--- config.mk ---
export PLATFORM = sky130hd
export DESIGN_NAME = reorder_buffer
export DESIGN_NICKNAME = d
export VERILOG_FILES = /design/src/rtl/rob_pkg.sv /design/src/rtl/rob_tag_match.sv /design/src/rtl/reorder_buffer.sv
export SDC_FILE = /design/constraint.sdc
export NUM_CORES = 1
export LEC_CHECK = 0
export CORE_UTILIZATION = 35
export CTS_CLUSTER_SIZE = 28
export DETAILED_ROUTE_END_ITERATION = 7
export SLEW_MARGIN = 5
export SYNTH_ARGS = -nofsm -noshare
export SYNTH_HDL_FRONTEND = slang
export SYNTH_SLANG_ARGS = --single-unit
--- constraint.sdc ---
create_clock -name clk -period 4.43 [get_ports clk]
set_clock_uncertainty 0.05 [all_clocks]
set_input_delay 1.329 -clock clk [delete_from_list [all_inputs] [get_ports clk]]
set_output_delay 1.329 -clock clk [all_outputs]
set_load 0.03 [all_outputs]
--- src/rtl/rob_pkg.sv ---
// Shared types and constants for the reorder buffer and its tag CAM.
package rob_pkg;

    localparam int ROB_DEPTH_DEF = 16;
    localparam int PHYS_W        = 6;
    localparam int ARCH_W        = 5;

    // Reserved tag: rename never hands it out, so a broadcast of it can never match.
    localparam logic [PHYS_W-1:0] INVALID_TAG = 6'b111111;

    typedef struct packed {
        logic              valid;
        logic              done;
        logic [PHYS_W-1:0] phys_rd;
        logic [PHYS_W-1:0] old_phys_rd;
        logic [ARCH_W-1:0] arch_rd;
    } rob_entry_t;

endpackage

--- src/rtl/rob_tag_match.sv ---
// Parallel tag compare over all buffer entries; only in-flight, not-yet-done
// entries are eligible to match a completion broadcast.
module rob_tag_match
    import rob_pkg::*;
#(
    parameter int N = ROB_DEPTH_DEF
) (
    input  logic [N-1:0]             valid,
    input  logic [N-1:0]             done,
    input  logic [N-1:0][PHYS_W-1:0] tags,
    input  logic                     query_valid,
    input  logic [PHYS_W-1:0]        query_tag,
    output logic [N-1:0]             match,
    output logic                     any_match
);

    // One-hot match vector (tags are unique among in-flight entries).
    always_comb begin
        match = '0;
        for (int i = 0; i < N; i++) begin
            match[i] = query_valid && (query_tag != INVALID_TAG) &&
                       valid[i] && !done[i] && (tags[i] == query_tag);
        end
        any_match = |match;
    end

endmodule

--- src/rtl/reorder_buffer.sv ---
// In-order retirement buffer: allocate at tail, mark done by tag broadcast,
// retire from head one per cycle, returning the displaced physical register.
module reorder_buffer
    import rob_pkg::*;
#(
    parameter  int ROB_DEPTH = ROB_DEPTH_DEF,
    localparam int IDX_W     = $clog2(ROB_DEPTH)
) (
    input  logic              clk,
    input  logic              reset_n,
    input  logic              alloc_valid,
    input  logic [PHYS_W-1:0] alloc_phys_rd,
    input  logic [PHYS_W-1:0] alloc_old_phys_rd,
    input  logic [ARCH_W-1:0] alloc_arch_rd,
    output logic              alloc_ready,
    output logic [IDX_W-1:0]  alloc_idx,
    input  logic              complete_valid,
    input  logic [PHYS_W-1:0] complete_phys_reg,
    output logic              complete_miss,
    output logic              retire_valid,
    output logic [PHYS_W-1:0] retire_phys_reg,
    output logic [PHYS_W-1:0] retire_new_phys,
    output logic [ARCH_W-1:0] retire_arch_rd,
    output logic [IDX_W:0]    count,
    output logic              empty,
    output logic              full
);

    rob_entry_t rob [ROB_DEPTH];
    logic [IDX_W-1:0] head;
    logic [IDX_W-1:0] tail;

    logic [ROB_DEPTH-1:0]             ent_valid;
    logic [ROB_DEPTH-1:0]             ent_done;
    logic [ROB_DEPTH-1:0][PHYS_W-1:0] ent_tag;
    logic [ROB_DEPTH-1:0]             tag_match;
    logic                             any_match;

    logic       alloc_fire;
    logic       bypass;
    logic       retire_fire;
    rob_entry_t head_entry;

    // Flatten entry state for the CAM.
    always_comb begin
        ent_valid = '0;
        ent_done  = '0;
        ent_tag   = '0;
        for (int i = 0; i < ROB_DEPTH; i++) begin
            ent_valid[i] = rob[i].valid;
            ent_done[i]  = rob[i].done;
            ent_tag[i]   = rob[i].phys_rd;
        end
    end

    rob_tag_match #(.N(ROB_DEPTH)) u_tag_match (
        .valid       (ent_valid),
        .done        (ent_done),
        .tags        (ent_tag),
        .query_valid (complete_valid),
        .query_tag   (complete_phys_reg),
        .match       (tag_match),
        .any_match   (any_match)
    );

    // Status, handshake and per-cycle fire decisions. Retire looks only at
    // registered head state, so a same-cycle completion waits one cycle.
    always_comb begin
        full        = (count == (IDX_W+1)'(ROB_DEPTH));
        empty       = (count == '0);
        alloc_ready = !full;
        alloc_idx   = tail;
        alloc_fire  = alloc_valid && alloc_ready;
        bypass      = alloc_fire && complete_valid &&
                      (complete_phys_reg != INVALID_TAG) &&
                      (alloc_phys_rd == complete_phys_reg);
        head_entry  = rob[head];
        retire_fire = head_entry.valid && head_entry.done;
    end

    // Entry array: retire clears head, CAM hit sets done, allocation writes tail.
    // Tail equals head only when empty or full, so alloc and retire never collide.
    always_ff @(posedge clk or negedge reset_n) begin
        if (!reset_n) begin
            for (int i = 0; i < ROB_DEPTH; i++) begin
                rob[i] <= '0;
            end
        end else begin
            for (int i = 0; i < ROB_DEPTH; i++) begin
                if (retire_fire && (IDX_W'(i) == head)) begin
                    rob[i].valid <= 1'b0;
                    rob[i].done  <= 1'b0;
                end
                if (tag_match[i]) begin
                    rob[i].done <= 1'b1;
                end
                if (alloc_fire && (IDX_W'(i) == tail)) begin
                    rob[i] <= '{valid: 1'b1, done: bypass, phys_rd: alloc_phys_rd,
                                old_phys_rd: alloc_old_phys_rd, arch_rd: alloc_arch_rd};
                end
            end
        end
    end

    // Pointers and occupancy.
    always_ff @(posedge clk or negedge reset_n) begin
        if (!reset_n) begin
            head  <= '0;
            tail  <= '0;
            count <= '0;
        end else begin
            if (alloc_fire) begin
                tail <= tail + IDX_W'(1);
            end
            if (retire_fire) begin
                head <= head + IDX_W'(1);
            end
            case ({alloc_fire, retire_fire})
                2'b10:   count <= count + (IDX_W+1)'(1);
                2'b01:   count <= count - (IDX_W+1)'(1);
                default: count <= count;
            endcase
        end
    end

    // Registered retire and miss pulses; retire fields hold between retirements.
    always_ff @(posedge clk or negedge reset_n) begin
        if (!reset_n) begin
            retire_valid    <= 1'b0;
            retire_phys_reg <= '0;
            retire_new_phys <= '0;
            retire_arch_rd  <= '0;
            complete_miss   <= 1'b0;
        end else begin
            retire_valid  <= retire_fire;
            complete_miss <= complete_valid && !any_match && !bypass;
            if (retire_fire) begin
                retire_phys_reg <= head_entry.old_phys_rd;
                retire_new_phys <= head_entry.phys_rd;
                retire_arch_rd  <= head_entry.arch_rd;
            end
        end
    end

endmodule

==> results.txt, run 1 <==
The power density relative to cell area is between 800 and 900 nW/µm². The last weighted congestion value of the routability-driven placer came out at approximately 0.93. The path with the worst hold slack has its endpoint at rob[248]$_DFFE_PN0P_. The count of unresolved DRC violations after routing is 0.

The number of global-route vias before repair is 10900. The total setup violations reported at the end of the flow came out at 0. Port buffering added 57 buffers. The I/O pin total is 58.

The count of clock tree sinks came out at ~340. The internal reg-to-reg setup slack is 0.72 ns. The source of the worst register-to-register timing path is head[0]$_DFFE_PN0P_. The final instance area is between 15000 and 20000 µm². Synthesis handed over a netlist of roughly 1200 instances.

The sum of overflow across all layers after global routing is 0. The final count of pins violating max slew came to 0. The synthesized design spends more area on one cell type than any other, namely sky130_fd_sc_hd__dfrtp_1. The remaining max-slew budget at the tightest pin is a little over two fifths. Setup repair after global routing left no endpoint under its margin. The number of search-and-repair iterations in the first detailed-routing pass is 5. The utilization after layout came out at roughly 41%. Row generation in the floorplan step produced between 70 and 80 rows. The number of DRC markers in iteration 0 is 697. The leakage power is approximately 8.2 nW. Data arrives at the worst endpoint at 4.09 ns. The worst supply voltage drop on vdd is ~0.4 mV.

The part of the power in registers came out at 37.5%. The maximum fanout encountered on the critical timing path came out at 28. The count of flip-flops with a built-in enable after synthesis is 0. The area added between synthesis and finish is 14.6%.

The number of distinct library cells after synthesis came out at 50. The minimum clock period after layout came out at about 3.7 ns. The post-DP HPWL came out at between 20000 and 30000 µm. Static timing analysis puts the maximum clock frequency at around 270 MHz.

The number of maximum-capacitance violations came out at 0. In this run the critical register-to-register path is captured at count[4]$_DFFE_PN0P_. The detail route stage leaves a number of antenna-violating nets equal to 0. The total setup buffers inserted after CTS is 0. Of all flip-flops after synthesis, the portion carrying an async set or reset was 100%. Once layout is complete, the cells apart from fillers number around 1900. The final-stage net count is roughly 1300. The part of the cycle the worst path needs is a little over four fifths. Yosys printed 0 warnings. The routed design has ~46000 µm of wire. Across every metal layer, demand over resource in global routing totals between 10% and 20%. The number of hold buffers added after CTS was 0. The wire length of the first global-routing pass is 70600 µm. The transition at the pin with the smallest max-transition slack came out at 0.848 ns.

The layout cell share with drive strength beyond 1 came out at 40.7%. The placeable core region came out at roughly 47000 µm². In this run the number of H-tree levels came out at 2. The register with the most flip-flops in the final layout is rob. The average vias per placed instance is ~5.5. Summing every instance area after synthesis gives roughly 17000 µm². The CTS buffer count came out at 38.

The tightest hold path in the finished design has a slack of roughly 0.45 ns. STA classifies the critical path endpoint as a register. The fraction of power consumed by combinational cells came out at 42.5%. The placed cell count is approximately 1800. The cell chosen for the clock root is sky130_fd_sc_hd__clkbuf_16. The number of buffers on the longest clock path came out at 3.

The net switching component of the power came out at roughly 5.4 mW. Sorting the synthesized cells by area gives the leading types as sky130_fd_sc_hd__dfrtp_1 (50%), sky130_fd_sc_hd__mux2_2 (19%), sky130_fd_sc_hd__mux4_2 (12%). The sequential cell area fraction in the yosys report is approximately half.

The height of the die is roughly 220 µm. Entering global routing, the biggest net connects 122 pins. Leaving out fill and tap cells, the most frequent cells in the layout are sky130_fd_sc_hd__dfrtp_1 (333), sky130_fd_sc_hd__mux2_2 (276), sky130_fd_sc_hd__mux4_2 (89), sky130_fd_sc_hd__xnor2_1 (68), sky130_fd_sc_hd__clkdlybuf4s50_1 (56). The die is between 200 and 250 µm wide. The clock share of power came out at roughly a fifth. The cell count of the worst hold path came out at 1. The fill cell total of the finished layout came out at 4330. The clock input transition at the sequential cells of the worst setup and hold paths came out at approximately 0.060 ns. For the worst setup path, the data required time is around 4.8 ns.

The switching part of the total is a little over a third. The number of nets in the synthesized netlist came out at roughly 1200. The later pin in the worst-skew pair is clocked with a latency of between 0.5 and 0.6 ns. The post-route setup TNS came out at 0 ns.

The hold violation total from the final report came to 0. The synthesized area divided by synthesized cell count is 14.3 µm². The run finished with clean final reports. For this run, the leading register cell type out of synthesis is sky130_fd_sc_hd__dfrtp_1.

The type of the worst min-delay path is reg2reg. The synthesized design devotes to its leading area cell type between 50% and 60% of total area. The library cell used most frequently in the layout, excluding fill and tap cells, is sky130_fd_sc_hd__dfrtp_1. Measured in cells, the most critical reg-to-reg path has a length of 11. The via count of the routed design is slightly above 10000. The critical hold path startpoint is rob[248]$_DFFE_PN0P_. The critical path is of the reg2reg type. The routed length per instance is between 20 and 25 µm. TritonCTS built the clock tree. The overall die area came out at between 40000 and 50000 µm². The initial antenna violation count came out at 1. The critical path launch point type is a register. The instance area after placement is around 18000 µm².

The number of antenna diodes came out at 0. The synthesis-stage register bit count came out at 336. Once the floorplan was initialized, standard cells occupied 35.8% of the core. The internal power contribution came out at a little over 10 mW.

Post-CTS repair changed the size of 0 cells. The number of flip-flops in the largest register is around 180.
logic make-up (layout without fill, tap and decap cells):
family / Yosys count / in the layout / share of synthesized area, %
AO/OA/AOI/OAI: 55 / 55 / 2.38
XOR/XNOR: 112 / 112 / 5.84
adder cells (fa/ha/maj): 13 / 13 / 1.01
buffers and inverters: 106 / 176 / 3.09
flip-flops: 336 / 336 / 50.1
multiplexers: 385 / 385 / 32.2
AND/OR/NAND/NOR: 170 / 170 / 5.41
stage by stage:
step / setup slack [ns] / power [mW]
after floorplan: 1.09 / 10.5
after global placement: 0.674 / 12.3
after detailed placement: 0.669 / 12.4
after CTS: 0.729 / 15.6
after global routing: 0.560 / 16.3
final: 0.720 / 15.5
worst max path at each step:
stage	endpoint	slack [ns]	start	depth (start not counted)
3_3_place_gp	complete_miss$_DFF_PN0_	0.67	complete_phys_reg[0]	9
2_1_floorplan	count[4]$_DFFE_PN0P_	1.09	head[1]$_DFFE_PN0P_	13
6_report	count[4]$_DFFE_PN0P_	0.72	head[0]$_DFFE_PN0P_	11
3_5_place_dp	ent_done[13]$_DFFE_PN0P_	0.67	complete_phys_reg[0]	9
4_1_cts	count[4]$_DFFE_PN0P_	0.73	head[0]$_DFFE_PN0P_	11
5_1_grt	count[4]$_DFFE_PN0P_	0.56	head[1]$_DFFE_PN0P_	12
power groups by stage:
stage	sequential [mW]	clock, mW	combinational (mW)
5_1_grt	6.01	3.29	7.03
6_report	5.82	3.10	6.59
2_1_floorplan	5.50	0	4.98
3_5_place_dp	5.85	0	6.60
4_1_cts	5.81	3.17	6.64
3_3_place_gp	5.78	0	6.53
final cells by class:
class | count | area (µm²) | share of cell area (%)
Sequential cell | 336 | 8420 | 43.7
Multi-Input combinational cell | 735 | 7860 | 40.9
Clock buffer | 54 | 1080 | 5.62
Timing Repair Buffer | 106 | 981 | 5.10
Tap cell | 607 | 759 | 3.95
Clock inverter | 10 | 121 | 0.631
Inverter | 6 | 22.5 | 0.117
layer usage:
layer	wire, µm	up-vias	global-route usage, %
met2	22100	280	31.5
met3	2360	92	3.32
li1	-	4382	-
met5	13	-	0
met1	20300	5450	25.9
met4	1180	2	5.71
critical path, stage by stage (launching register included):
cell                      delay, ns
sky130_fd_sc_hd__dfrtp_4       0.76
sky130_fd_sc_hd__mux4_2        0.57
sky130_fd_sc_hd__nor2b_1       0.20
sky130_fd_sc_hd__o21a_1        0.25
sky130_fd_sc_hd__or2_4         0.29
sky130_fd_sc_hd__ha_1          0.28
sky130_fd_sc_hd__fa_1          0.44
sky130_fd_sc_hd__a21o_1        0.20
sky130_fd_sc_hd__a21oi_1       0.17
sky130_fd_sc_hd__xor2_1        0.15
sky130_fd_sc_hd__nor2_1        0.07
sky130_fd_sc_hd__xor2_1        0.16
cell usage after synthesis, types with 4 or more instances:
cell                       count
sky130_fd_sc_hd__buf_2        58
sky130_fd_sc_hd__a21oi_1      16
sky130_fd_sc_hd__nor2_1       15
sky130_fd_sc_hd__inv_1         5
sky130_fd_sc_hd__a31oi_1       5
sky130_fd_sc_hd__mux2_4       18
sky130_fd_sc_hd__mux4_2       89
sky130_fd_sc_hd__xnor2_1      68
sky130_fd_sc_hd__o21ai_0       5
sky130_fd_sc_hd__dfrtp_1     336
sky130_fd_sc_hd__nor2b_1      15
sky130_fd_sc_hd__nor4_1       11
sky130_fd_sc_hd__a21bo_2       8
sky130_fd_sc_hd__xor2_1       44
sky130_fd_sc_hd__buf_6         4
sky130_fd_sc_hd__nand4_1      14
sky130_fd_sc_hd__clkbuf_1     32
sky130_fd_sc_hd__nand2_1      38
sky130_fd_sc_hd__a21boi_0      4
sky130_fd_sc_hd__nand3_1      40
sky130_fd_sc_hd__nand3b_1      9
sky130_fd_sc_hd__ha_1         12
sky130_fd_sc_hd__o22a_1        4
sky130_fd_sc_hd__nor3_1       15
sky130_fd_sc_hd__mux2_2      276
(Power assumes the default switching activity.)
==> run 2, diff against run 1 <==
==> constraint.sdc (replaced) <==
create_clock -name clk -period 3.9 [get_ports clk]
set_clock_uncertainty 0.05 [all_clocks]
set_input_delay 1.17 -clock clk [delete_from_list [all_inputs] [get_ports clk]]
set_output_delay 1.17 -clock clk [all_outputs]
set_load 0.03 [all_outputs]
==> run 2 against run 1 <==
Compared with the run above:
- sequential power grew 12%
- final cell count rose by 0.59%
- utilization rose by 0.13 points
- highest routed layer unchanged
- clock power increased by 10%
==> results.txt, run 2 (same netlist as run 1, synthesis figures left out) <==
The worst hold path terminates at ent_valid[5]$_DFFE_PN0P_. The cell sitting at the root of the clock tree is a sky130_fd_sc_hd__clkbuf_16. The total setup violations reported at the end of the flow came out at 0. The remaining max-slew budget at the tightest pin came out at ~45%. The number of hold buffers added after CTS is 0. More flip-flops sit in one register than any other, and that register is rob. STA classifies the critical path startpoint as a register. The count of unresolved DRC violations after routing came out at 0. The worst hold path belongs to the class reg2reg. The aggregate routed wire length is 45500 µm. The post-route worst setup slack came out at between 0.3 and 0.4 ns.

The top cell types in the final layout, fill and taps aside, are sky130_fd_sc_hd__dfrtp_1 (333), sky130_fd_sc_hd__mux2_2 (276), sky130_fd_sc_hd__mux4_2 (89), sky130_fd_sc_hd__xnor2_1 (68), sky130_fd_sc_hd__clkdlybuf4s50_1 (56). The required time of the critical path came out at between 4 and 5 ns. The final count of pins violating max slew is 0. The power density relative to cell area is approximately 900 nW/µm².

The clock share of power came out at 19.5%. Setup repair after global routing left no endpoint under its margin. The cell count of the worst hold path is 2.

The floorplan step set the die height to between 200 and 250 µm. Sequential cells burn 37.3% of the power. Once the clock tree was built, the resizer swapped 0 gates to a different size. The sum of overflow across all layers after global routing came out at 0. Entering global routing, the biggest net connects 74 pins. The average vias per placed instance came out at 5.49. In this run switching power makes up between 30% and 40% of total power. The worst-skew pair later-pin latency came out at ~0.54 ns.

The startpoint-to-endpoint class of the critical path is reg2reg. Timing would allow up to approximately 280 MHz. The placeable core region is about 47000 µm². The maximum fanout encountered on the critical timing path came out at 21. The footprint of the multi-input gates is approximately 7900 µm². The initial antenna violation count was 1.

The minimum clock period after layout is around 3.5 ns. After layout, the worst path uses between 90% and 100% of the clock period. The wire-length estimate of the detail-placed layout is slightly below 30000 µm. Grouping stages by cell kind, the critical path spends the most delay in adder cells. For the pin with the worst max-slew slack, the measured transition is roughly 0.82 ns. The last weighted congestion value of the routability-driven placer came out at 0.936.

The internal power contribution is between 10 and 15 mW. The final-stage net count is between 1000 and 1500. The worst setup slack before clock tree synthesis came out at 0.378 ns. The hold violation total from the final report is 0. In this run the critical register-to-register path is captured at count[4]$_DFFE_PN0P_.

The maximum single-stage delay on the critical path is between 0.6 and 0.7 ns. The area used by sequential logic in the layout came out at roughly 8400 µm². The overall fraction of global-route tracks in use is a little under a fifth. The effective utilization at floorplan is between 30% and 40%. The number of flip-flops in the largest register came out at 176. The fraction of power consumed by combinational cells came out at 43.2%. Clock-pin slew was measured on the worst setup and hold paths at ~0.060 ns.

The number of antenna-violating nets in the routed design is 0. The source of the worst register-to-register timing path is head[0]$_DFFE_PN0P_. The floorplan step defined a die boundary enclosing between 40000 and 50000 µm². The depth of the most critical reg-to-reg path came out at 11. For this design the total switching power over the nets is approximately 6 mW. The number of global-route vias before repair came to 10600. The routed length per instance came out at between 20 and 25 µm. The number of buffers on the longest clock path came out at 3. The number of maximum-capacitance violations is 0. In this design, the critical path's most frequently occurring cell is sky130_fd_sc_hd__xor2_1. Counting the buffers created by CTS gives 37. The fill cell total of the finished layout is roughly 4300.

The count of clock tree sinks is 336. STA classifies the critical path endpoint as a register. The worst-case IR drop observed on VDD is 0.451 mV. The critical hold path startpoint is ent_valid[5]$_DFFE_PN0P_. Buffers added to address setup during post-CTS repair amount to 0. The layout cell share with drive strength beyond 1 is approximately two fifths. The worst path arrival time came out at about 3.9 ns. The critical path goes through mux4_2, and2_4, o21a_1, or2_4, ha_1, fa_1, a21o_1, a21oi_1, xor2_1, nor2_1, xor2_1. The wire length of the first global-routing pass came out at between 60000 and 70000 µm. The post-route setup TNS came out at 0 ns.

The via count of the routed design came out at between 10000 and 15000. The H-tree generated during clock tree synthesis spans 2 levels. The area added between synthesis and finish is 15.0%. The flow ran to the end, and the final reports show no timing, DRC or antenna violations. The number of antenna diodes came out at 0. The number of DRC markers in iteration 0 came out at between 700 and 800.

At the end of the flow the core is filled with cells to roughly two fifths. The I/O pin total came out at between 50 and 60. The commonest non-fill, non-tap cell in the layout is sky130_fd_sc_hd__dfrtp_1.

Across all register-to-register paths, the minimum setup slack is between 0.3 and 0.4 ns. The buffering stage count on the worst path with inverters included came out at 0. Summing internal, switching and leakage power gives ~18 mW. The number of search-and-repair iterations in the first detailed-routing pass came out at 5. TritonCTS built the clock tree.

Among all stages on the critical path, the largest delay is contributed by sky130_fd_sc_hd__dfrtp_4. In this run the horizontal extent of the chip is 221 µm. Row generation in the floorplan step produced 79 rows. The leakage power came out at slightly above 8 nW. The total of buffers placed on input and output ports is 57.
-- run 2: layout make-up --
class / instances / area share [%]
flip-flops and latches: 336 / 43.6
clock inverters: 6 / 0.246
well taps: 607 / 3.93
repair buffers: 115 / 5.50
clock buffers: 60 / 5.87
inverters: 6 / 0.117
multi-input cells: 735 / 40.7
-- run 2: worst register-to-register path, delay by kind of cell, from the launching register on --
family                   cells  cell delay [ns]
flip-flops                   1             0.65
AO/OA/AOI/OAI                3             0.59
multiplexers                 1             0.57
XOR/XNOR                     2             0.31
AND/OR/NAND/NOR              3             0.55
adder cells (fa/ha/maj)      2             0.71
-- run 2: worst max path at each step --
stage,start,endpoint,slack (ns),cells past startpoint
2_1_floorplan,head[1]$_DFFE_PN0P_,count[4]$_DFFE_PN0P_,0.56,13
3_3_place_gp,head[0]$_DFFE_PN0P_,count[4]$_DFFE_PN0P_,0.39,11
3_5_place_dp,head[0]$_DFFE_PN0P_,count[4]$_DFFE_PN0P_,0.38,11
4_1_cts,head[0]$_DFFE_PN0P_,count[4]$_DFFE_PN0P_,0.37,11
5_1_grt,head[0]$_DFFE_PN0P_,count[4]$_DFFE_PN0P_,0.19,11
6_report,head[0]$_DFFE_PN0P_,count[4]$_DFFE_PN0P_,0.36,11
-- run 2: power by group through the flow --
stage	clock, mW	combinational [mW]	sequential (mW)
2_1_floorplan	0	5.65	6.25
3_3_place_gp	0	7.51	6.51
3_5_place_dp	0	7.61	6.57
4_1_cts	3.50	7.65	6.52
5_1_grt	3.65	8.07	6.76
6_report	3.42	7.58	6.54
-- run 2: stage by stage --
step | instances | area (µm²) | hold WS [ns]
5_1_grt | 1865 | 19300 | 0.456
4_1_cts | 1865 | 19300 | 0.450
3_5_place_dp | 1799 | 18100 | 0.437
6_report | 1865 | 19300 | 0.451
2_1_floorplan | 1177 | 16800 | 0.405
3_3_place_gp | 1799 | 18100 | 0.432
-- run 2: per-layer routing --
layer / track usage, % / up-vias / wire length, µm
met4: 6.84 / 2 / 1560
met1: 25.3 / 5439 / 19700
met5: 0 / - / 12
met3: 3.23 / 104 / 2220
li1: - / 4390 / -
met2: 31.0 / 303 / 22000
